## src/rtl/amp_step_ctrl.sv

```systemverilog
// amp_step_ctrl
// Controller for the power-of-two amplitude scale word M = 1 << exp.
// Three requesters compete for exp. In priority order they are:
//   - the external configuration port,
//   - the debounced UP/DOWN front-panel buttons, with auto-repeat,
//   - an automatic triangle sweep (7,6,..,0,1,..,7).
// Ports:
//   clk, rst_n          system clock (rising edge); async active-low reset
//   ce                  1 ms tick, one clk wide; gates button and sweep timing
//   btn_up/down/mode    raw asynchronous button levels, active-high
//   ext_req, ext_exp    external set request (held until ack) and its exponent
//   ext_ack             one-cycle acknowledge of an external request
//   M, exp              registered amplitude word and exponent
//   mode                0 = MANUAL, 1 = SWEEP
//   m_upd               one-cycle pulse in the first cycle M shows a new value
module amp_step_ctrl #(
  parameter int DEB_TICKS    = 4,
  parameter int REP_DELAY    = 50,
  parameter int REP_PERIOD   = 20,
  parameter int SWEEP_PERIOD = 100
) (
  input  logic       clk,
  input  logic       rst_n,
  input  logic       ce,
  input  logic       btn_up,
  input  logic       btn_down,
  input  logic       btn_mode,
  input  logic       ext_req,
  input  logic [2:0] ext_exp,
  output logic       ext_ack,
  output logic [7:0] M,
  output logic [2:0] exp,
  output logic       mode,
  output logic       m_upd
);

  localparam int B_UP = 0;
  localparam int B_DN = 1;
  localparam int B_MD = 2;

  localparam int DEB_W   = (DEB_TICKS > 1) ? $clog2(DEB_TICKS) : 1;
  localparam int REP_MAX = (REP_DELAY > REP_PERIOD) ? REP_DELAY : REP_PERIOD;
  localparam int REP_W   = $clog2(REP_MAX + 1);
  localparam int SWP_W   = (SWEEP_PERIOD > 1) ? $clog2(SWEEP_PERIOD) : 1;

  localparam logic [DEB_W-1:0] DEB_LAST   = DEB_W'(DEB_TICKS - 1);
  localparam logic [DEB_W-1:0] DEB_ONE    = DEB_W'(1);
  localparam logic [REP_W-1:0] REP_LOAD_D = REP_W'(REP_DELAY);
  localparam logic [REP_W-1:0] REP_LOAD_P = REP_W'(REP_PERIOD);
  localparam logic [REP_W-1:0] REP_ONE    = REP_W'(1);
  localparam logic [SWP_W-1:0] SWP_LAST   = SWP_W'(SWEEP_PERIOD - 1);
  localparam logic [SWP_W-1:0] SWP_ONE    = SWP_W'(1);

  typedef enum logic [1:0] {
    ST_IDLE   = 2'd0,
    ST_DELAY  = 2'd1,
    ST_REPEAT = 2'd2
  } btn_st_t;

  // Saturating one-step move of the exponent.
  function automatic logic [2:0] step_exp(input logic [2:0] cur, input logic up);
    logic [2:0] res;
    if (up) begin
      res = (cur == 3'd7) ? cur : cur + 3'd1;
    end else begin
      res = (cur == 3'd0) ? cur : cur - 3'd1;
    end
    return res;
  endfunction

  logic [2:0]       w_btn_raw;
  logic [2:0]       r_sync1;
  logic [2:0]       r_sync2;
  logic [2:0]       r_deb;
  logic [2:0]       r_deb_prev;
  logic [DEB_W-1:0] r_deb_cnt [3];
  logic [2:0]       w_press;

  logic             r_mode;
  logic             w_sweep_entry;

  btn_st_t          r_st;
  btn_st_t          w_st_nxt;
  logic [REP_W-1:0] r_rep;
  logic [REP_W-1:0] w_rep_nxt;
  logic             r_held_up;
  logic             w_held_up_nxt;
  logic             w_held_lvl;
  logic             w_both;
  logic             w_btn_req;
  logic             w_btn_dir_up;

  logic [SWP_W-1:0] r_swp_cnt;
  logic             r_dir_up;
  logic             w_swp_tick;
  logic             w_swp_req;
  logic             w_swp_up;

  logic             w_ext_take;
  logic [2:0]       w_exp_nxt;
  logic [2:0]       r_exp;
  logic [7:0]       r_m;
  logic             r_m_upd;
  logic             r_ext_ack;

  assign w_btn_raw = {btn_mode, btn_down, btn_up};

  // A press is a debounced 0->1 edge, seen on the ce after the flip.
  assign w_press       = ce ? (r_deb & ~r_deb_prev) : 3'b000;
  assign w_sweep_entry = w_press[B_MD] & ~r_mode;

  // Two-flop synchronisers for the raw button levels.
  always_ff @(posedge clk or negedge rst_n) begin
    if (!rst_n) begin
      r_sync1 <= 3'b000;
      r_sync2 <= 3'b000;
    end else begin
      r_sync1 <= w_btn_raw;
      r_sync2 <= r_sync1;
    end
  end

  // Per-button debounce: the level must disagree for DEB_TICKS consecutive ce.
  always_ff @(posedge clk or negedge rst_n) begin
    if (!rst_n) begin
      r_deb      <= 3'b000;
      r_deb_prev <= 3'b000;
      for (int i = 0; i < 3; i++) begin
        r_deb_cnt[i] <= '0;
      end
    end else if (ce) begin
      r_deb_prev <= r_deb;
      for (int i = 0; i < 3; i++) begin
        if (r_sync2[i] != r_deb[i]) begin
          if (r_deb_cnt[i] == DEB_LAST) begin
            r_deb[i]     <= ~r_deb[i];
            r_deb_cnt[i] <= '0;
          end else begin
            r_deb_cnt[i] <= r_deb_cnt[i] + DEB_ONE;
          end
        end else begin
          r_deb_cnt[i] <= '0;
        end
      end
    end
  end

  // Mode toggles on every btn_mode press.
  always_ff @(posedge clk or negedge rst_n) begin
    if (!rst_n) begin
      r_mode <= 1'b0;
    end else begin
      r_mode <= r_mode ^ w_press[B_MD];
    end
  end

  assign w_held_lvl = r_held_up ? r_deb[B_UP] : r_deb[B_DN];
  assign w_both     = r_deb[B_UP] & r_deb[B_DN];

  // Button FSM state, repeat counter and held direction.
  always_ff @(posedge clk or negedge rst_n) begin
    if (!rst_n) begin
      r_st      <= ST_IDLE;
      r_rep     <= '0;
      r_held_up <= 1'b0;
    end else begin
      r_st      <= w_st_nxt;
      r_rep     <= w_rep_nxt;
      r_held_up <= w_held_up_nxt;
    end
  end

  // Button FSM next state and step request; entering SWEEP forces IDLE.
  always_comb begin
    w_st_nxt      = r_st;
    w_rep_nxt     = r_rep;
    w_held_up_nxt = r_held_up;
    w_btn_req     = 1'b0;
    w_btn_dir_up  = r_held_up;
    if (w_sweep_entry) begin
      w_st_nxt  = ST_IDLE;
      w_rep_nxt = '0;
    end else if (ce && !r_mode) begin
      case (r_st)
        ST_IDLE: begin
          if (w_press[B_UP] && !r_deb[B_DN]) begin
            w_btn_req     = 1'b1;
            w_btn_dir_up  = 1'b1;
            w_held_up_nxt = 1'b1;
            w_rep_nxt     = REP_LOAD_D;
            w_st_nxt      = ST_DELAY;
          end else if (w_press[B_DN] && !r_deb[B_UP]) begin
            w_btn_req     = 1'b1;
            w_btn_dir_up  = 1'b0;
            w_held_up_nxt = 1'b0;
            w_rep_nxt     = REP_LOAD_D;
            w_st_nxt      = ST_DELAY;
          end else begin
            w_st_nxt = ST_IDLE;
          end
        end
        ST_DELAY, ST_REPEAT: begin
          if (!w_held_lvl || w_both) begin
            w_st_nxt  = ST_IDLE;
            w_rep_nxt = '0;
          end else if (r_rep == REP_ONE) begin
            // Counter is about to reach zero: step and start the next period.
            w_btn_req = 1'b1;
            w_rep_nxt = REP_LOAD_P;
            w_st_nxt  = ST_REPEAT;
          end else begin
            w_rep_nxt = r_rep - REP_ONE;
          end
        end
        default: begin
          w_st_nxt  = ST_IDLE;
          w_rep_nxt = '0;
        end
      endcase
    end else begin
      w_st_nxt = r_st;
    end
  end

  // The ce that leaves SWEEP must not produce a sweep step.
  assign w_swp_tick = ce & r_mode & ~w_press[B_MD];
  assign w_swp_req  = w_swp_tick & (r_swp_cnt == SWP_LAST);
  // Reverse at the ends so the sweep traces a triangle.
  assign w_swp_up   = r_dir_up ? (r_exp != 3'd7) : (r_exp == 3'd0);

  // Sweep period counter and direction; counter reloads even if the step loses arbitration.
  always_ff @(posedge clk or negedge rst_n) begin
    if (!rst_n) begin
      r_swp_cnt <= '0;
      r_dir_up  <= 1'b0;
    end else if (w_sweep_entry) begin
      r_swp_cnt <= '0;
    end else if (w_swp_tick) begin
      if (w_swp_req) begin
        r_swp_cnt <= '0;
        r_dir_up  <= w_swp_up;
      end else begin
        r_swp_cnt <= r_swp_cnt + SWP_ONE;
      end
    end
  end

  assign w_ext_take = ext_req & ~r_ext_ack;

  // Arbitration: ext beats button beats sweep.
  always_comb begin
    w_exp_nxt = r_exp;
    if (w_ext_take) begin
      w_exp_nxt = ext_exp;
    end else if (w_btn_req) begin
      w_exp_nxt = step_exp(r_exp, w_btn_dir_up);
    end else if (w_swp_req) begin
      w_exp_nxt = step_exp(r_exp, w_swp_up);
    end else begin
      w_exp_nxt = r_exp;
    end
  end

  // Registered outputs.
  always_ff @(posedge clk or negedge rst_n) begin
    if (!rst_n) begin
      r_exp     <= 3'd7;
      r_m       <= 8'h80;
      r_m_upd   <= 1'b0;
      r_ext_ack <= 1'b0;
    end else begin
      r_exp     <= w_exp_nxt;
      r_m       <= 8'd1 << w_exp_nxt;
      r_m_upd   <= (w_exp_nxt != r_exp);
      r_ext_ack <= w_ext_take;
    end
  end

  assign exp     = r_exp;
  assign M       = r_m;
  assign m_upd   = r_m_upd;
  assign ext_ack = r_ext_ack;
  assign mode    = r_mode;

endmodule

```

## config.mk

```make
export PLATFORM = sky130hd
export DESIGN_NAME = amp_step_ctrl
export DESIGN_NICKNAME = d
export VERILOG_FILES = /design/src/rtl/amp_step_ctrl.sv
export SDC_FILE = /design/constraint.sdc
export NUM_CORES = 1
export LEC_CHECK = 0
export CELL_PAD_IN_SITES_DETAIL_PLACEMENT = 1
export CELL_PAD_IN_SITES_GLOBAL_PLACEMENT = 2
export CORE_MARGIN = 5
export CORE_UTILIZATION = 36
export CTS_CLUSTER_DIAMETER = 120
export DETAILED_ROUTE_END_ITERATION = 12
export GPL_TIMING_DRIVEN = 0
export PLACE_DENSITY = 0.81
export SLEW_MARGIN = 30
export SYNTH_ARGS = -nofsm -noshare
export SYNTH_HDL_FRONTEND = slang
export SYNTH_SLANG_ARGS = --single-unit
```

## constraint.sdc

```tcl
create_clock -name clk -period 2.75 [get_ports clk]
set_clock_uncertainty 0.2 [all_clocks]
set_input_delay 0.275 -clock clk [delete_from_list [all_inputs] [get_ports clk]]
set_output_delay 0.275 -clock clk [all_outputs]
set_load 0.02 [all_outputs]
```

== Yosys cells after proc, flatten, opt, wreduce, memory -nomap -nowiden ==
Cells that the tools add are included.
Storage, ports and cells
  bits in registers: 49
  bits in latches: 0
  memory bits (writable): 0
  memory bits (read-only): 0
  output and inout port bits: 14
  logic and storage cells: 122
  memories kept: 0
Operators by class
  add/subtract/negate cells: 7
  multipliers: 0
  divide/modulo/power cells: 0
  order comparisons: 0
  equal/unequal tests: 15
  shifts and indexed selects: 1
  muxes and demuxes: 45
  bitwise logic cells: 16
  reductions and logical operators: 19
Operator list (count)
  2-to-1 mux 6 bit: 6
  2-to-1 mux 3 bit: 8
  2-to-1 mux 7 bit: 3
  2-to-1 mux 2 bit: 10
  2-to-1 mux 1 bit: 15
  one-hot mux 6 bit (2 select lines): 1
  AND reduction 3 bit: 4
  == test 2 bit, second input constant: 4
  inequality test 4 bit, second input constant: 2
  left shift 1 x 3 -> 8 bit, first input constant: 1
  adder 7 x 1 -> 7 bit, second input constant: 1
  == test 7 bit, second input constant: 1
  NOT 1 bit: 7
  adder 2 x 1 -> 2 bit, second input constant: 3
  bitwise AND 1 bit: 6
  == test 6 x 1 -> 1 bit, second input constant: 1
  subtractor 6 x 1 -> 6 bit, second input constant: 1
  zero test 1 bit: 4
  one-hot mux 2 bit (2 select lines): 1
  AND reduction 2 bit: 2
  nonzero test 2 bit: 2
  adder 3 x 1 -> 3 bit, second input constant: 1
  bitwise AND 3 bit: 1
  == test 3 bit, second input constant: 1
  other kinds (13): 17

== Logic depth before layout (Yosys ltp) ==
Gate-level depths: netlist (run 1).
  depth in word-level cells: 13
  mapped depth: 11
  mapped depth without buffers: 10

== Least setup slack after synthesis (run 1) ==
Ideal clock, no wire load.
  kind: input to register
  start: input ce
  end: register r_m[6], in the netlist M[6]
  setup time: 0.067 ns
  arrival time: 2.359 ns
  data required time: 2.483 ns
  path slack: 0.124 ns
  cell stages on the path: 11
  buffers on the path: 1
  cell sequence: clkbuf_1 > nand2_1 > nor2_1 > ha_1 > and4bb_2 > a21boi_0 > a2111oi_0 > or4_1 > a31o_2 > inv_1 > and3_1
Between the ends
  cells in the longest elaborated chain, start to end: 11
  elaborated cells on any way between the ends: 24
  those cells by class: shift (1); mux (15); bitwise (5); reduce/logical (3)
Ends and longest elaborated chain
  start, declared: line 24  | input logic ce,
  2-to-1 mux 3 bit: line 109  | assign w_press = ce ? (r_deb & ~r_deb_prev) : 3'b000;
  logical AND 1 bit: line 192  | end else if (w_press[B_DN] && !r_deb[B_UP]) begin
  2-to-1 mux 1 bit
  2-to-1 mux 1 bit: line 186  | if (w_press[B_UP] && !r_deb[B_DN]) begin
  2-to-1 mux 1 bit: line 184  | case (r_st)
  2-to-1 mux 1 bit
  2-to-1 mux 1 bit: line 180  | if (w_sweep_entry) begin
  2-to-1 mux 3 bit: line 63  | if (up) begin
  2-to-1 mux 3 bit *: line 255  | end else if (w_btn_req) begin
  2-to-1 mux 3 bit *: line 253  | if (w_ext_take) begin
  named net w_exp_nxt[2]: line 100  | logic [2:0] w_exp_nxt;
  left shift 1 x 3 -> 8 bit *: line 273  | r_m <= 8'd1 << w_exp_nxt;
  end signal, assigned: line 273
  end, declared: line 102  | logic [7:0] r_m;
The timed path passes the listed nets; every way through them passes the cells marked *.
A chain may end at the register's enable or synchronous reset.

== Final worst setup path (run 1) ==
  start: input ce
  end: register r_m[3], in the netlist M[3]
Between the ends
  cells in the longest elaborated chain, start to end: 11
  elaborated cells on any way between the ends: 24
  those cells by class: shift (1); mux (15); bitwise (5); reduce/logical (3)
Ends and longest elaborated chain (line)
  2-to-1 mux 3 bit: 109
  logical AND 1 bit: 192
  2-to-1 mux 1 bit
  2-to-1 mux 1 bit: 186
  2-to-1 mux 1 bit: 184
  2-to-1 mux 1 bit
  2-to-1 mux 1 bit: 180
  2-to-1 mux 3 bit: 63
  2-to-1 mux 3 bit *: 255
  2-to-1 mux 3 bit *: 253
  left shift 1 x 3 -> 8 bit *: 273
Every way passes the cells marked *; elsewhere a longest branch is shown, timed or not.

==> metrics.md, run 1 <==
| Metric | Value |
|---|---|
| Status | completed |
| CP endpoint kind | register |
| Gr ovfl total | 0 |
| Most frequent cells in the layout | dfrtp_1 (45), nand2_1 (33), nor2_1 (22) |
| Post-synth EDFFs | 0 |
| Register area share after synthesis | 47.2% |
| Pins Over Slew Limit | 0 |
| Final Hold Viols | 0 |
| Commonest non-fill, non-tap cell in the layout | dfrtp_1 |
| Distinct cells, synth | 51 |
| Synthesis-to-layout area growth | 21.6% |
| Mapped cell area | 0.00261 mm^2 |
| Die Footprint | 0.00905 mm^2 |
| RSZ-0062 raised after global routing | no |
| F_max | 0.380 GHz |
| Fin util | 44.5% |
| Root Buffer | clkbuf_8 |
| Finished Layout Cells | 409 |
| Synth warn | 0 |
| Global-route wire length before repair | 10600 um |
| #FFs+latches synth | 49 |
| Starting Density | 36.6% |
| CTS Sinks | 49 |
| Chip width | 95.1 um |
| Post-layout min period | 2.63 ns |
| DRT iter0 DRCs | 26 |
| CTS tree | built |
| Nets | 331 |
| Vias/cell | 5.14 |
| Num CTS Buffers | 5 |
| Number of antenna diodes | 0 |
| H-tree depth | 2 |
| Vias in the first global route | 2266 |
| Placer congestion estimate | 0.791 |
| Critical path class | primary input to register |
| Dpl hpwl | 4380 um |
| CP Data Arrival Time | 2.62 ns |
| Placed Instances | 393 |
| Chip Height | 95.1 um |
| Post-Syn Nets | 292 |
| Total GRT Usage | 14.7% |
| Crit start category | primary input |
| FFs w/ async S/R, synth | 100% |
| Worst vdd ir | 301 uV |
| Later-pin clock latency in the skew report | 0.30 ns |
| Pwr Density | 877 mW/mm^2 |
| Crit path launch | ce |
| Worst-Margin Slew | 0.710 ns |
| Lkg Pwr | 1.39 nW |
| Crit path max fanout | 10 |
| CTS Buffer Depth | 2 |
| Commonest register cell after synthesis | dfrtp_1 |
| Worst-path clk slew | 0.09 ns |
| Reg-to-Reg Start | r_deb[2] |
| Share of cells above drive strength 1 | 14.2% |
| Ports | 24 |
| FILL cells | 841 |
| Vias | 2102 |
| Period utilization | 95.6% |
| Hold crit path type | primary input to asynchronous set/reset pin |
| IO buf count | 23 |
| FP Rows | 31 |
| Routed length per instance | 14.8 um |
| Setup Viol. Count Final | 0 |
| Initial antenna violation count | 0 |
| Syn_area_per_cell | 9.66 um^2 |
| TritonRoute pass-1 iters | 4 |
| Critical Path RT | 2.74 ns |
| Worst relative slew slack | 52.7% |
| Post-route ant nets | 0 |
| Largest net degree at the start of global routing | 49 |
| Post-Synthesis Cells | 270 |
| Core area | 0.00714 mm^2 |
| Routed WL | 6050 um |
| DRC Markers | 0 |
| Max Cap Violations | 0 |
-- logic make-up (layout without fill, tap and decap cells) --
family / after synthesis / after routing / share of synthesized area, %
fa+ha+maj: 12 / 12 / 5.76
flops: 49 / 49 / 47.2
mux: 6 / 6 / 2.54
buf+inv: 25 / 65 / 3.64
simple gates: 104 / 104 / 20.1
compound gates: 64 / 64 / 17.4
xor+xnor: 10 / 10 / 3.36
-- per-layer routing --
layer | vias up | GRT usage (%) | share of wire (%)
met5 | - | 0 | 0
met4 | 0 | 5.65 | 2.0
met3 | 9 | 3.00 | 3.3
met2 | 30 | 24.4 | 47
met1 | 1031 | 18.9 | 48
li1 | 1032 | - | -
-- sequential cells by signal (all words and copies together) (netlist names) --
register,flops
M,8
exp,3
ext_ack,1
m_upd,1
mode,1
r_deb,3
r_deb_cnt,6
r_deb_prev,3
r_dir_up,1
r_held_up,1
r_rep,6
r_st,2
r_swp_cnt,7
r_sync1,3
r_sync2,3
-- per-stage QoR --
step / hold WS, ns / area [um^2] / setup TNS [ns] / total power [mW] / setup slack, ns
final: 0.102 / 3170 / 0 / 2.78 / 0.121
after global routing: 0.0965 / 3170 / 0 / 3.04 / 0.00734
after global placement: 0.133 / 2960 / -28.82 / 2.26 / -0.953
after detailed placement: -0.126 / 2990 / -14.97 / 2.30 / -1.02
after floorplan: -0.221 / 2610 / 0 / 1.92 / 0.124
after CTS: 0.0859 / 3110 / 0 / 2.76 / 0.0226
-- power by group --
| part | internal [mW] | leakage, nW | switching, mW |
|---|---|---|---|
| Sequential | 0.936 | 0.620 | 0.170 |
| Clock | 0.182 | 0.0456 | 0.247 |
| Combinational | 0.559 | 0.723 | 0.689 |
| Total | 1.68 | 1.39 | 1.10 |
-- worst paths after layout --
path	end	slack [ns]	cells past startpoint
hold / removal	r_rep[0]	0.10	2
setup / recovery	M[3]	0.12	11
setup reg to reg	M[3]	0.13	9
min in group clk	r_sync2[1]	0.16	0
max in group asynchronous	exp[1]	1.78	3
hold reg to reg	r_sync2[1]	0.16	0
-- worst max-delay path: stages --
cell and delay, ns:
clkdlybuf4s15_2 0.25, clkbuf_8 0.19, nand2_1 0.09, nor2_1 0.05
ha_1 0.17, and4bb_2 0.33, a21bo_2 0.17, a211oi_1 0.07
or4_1 0.52, a31o_2 0.30, and3_1 0.19
-- repair_timing --
item / CTS / global route
hold endpoints to repair: 46 / 0
pin swaps: 1 / 2
gates cloned: 0 / 0
hold buffers: 1 / 0
resized for setup: 9 / 9
setup endpoints to repair: 19 / 9
buffers inserted: 1 / 6
-- cell type report --
type / count / area, um^2 / share of cell area (%)
timing repair buffer: 32 / 323 / 10.2
inverter: 20 / 75.1 / 2.37
clock buffer: 6 / 72.6 / 2.29
multi-input combinational: 196 / 1300 / 41.0
buffer: 5 / 31.3 / 0.986
tap: 99 / 124 / 3.90
clock inverter: 2 / 13.8 / 0.434
sequential: 49 / 1230 / 38.8
-- synthesized netlist by cell type, types with 5 or more instances --
library cell / n / share of area [%]
nand2_1: 33 / 4.7
xnor2_1: 8 / 2.7
inv_1: 19 / 2.7
nor3_1: 13 / 2.5
dfrtp_1: 45 / 43
ha_1: 12 / 5.8
o22ai_1: 6 / 1.4
nor2_1: 24 / 3.5
mux2_2: 5 / 2.2
and3_1: 6 / 1.4
a21oi_1: 12 / 2.3
nand3_1: 6 / 1.2
o21ai_0: 15 / 2.9
Power figures use the tool's default switching activity.
==> inputs of run 2 (changes only) <==
--- a/config.mk
+++ b/config.mk
@@ -5,6 +5,7 @@
 export SDC_FILE = /design/constraint.sdc
 export NUM_CORES = 1
 export LEC_CHECK = 0
+export CAP_MARGIN = 20
 export CELL_PAD_IN_SITES_DETAIL_PLACEMENT = 1
 export CELL_PAD_IN_SITES_GLOBAL_PLACEMENT = 2
 export CORE_MARGIN = 5
==> results of run 2 <==
The final DEF is identical to that of run 1; final timing and power are the same.
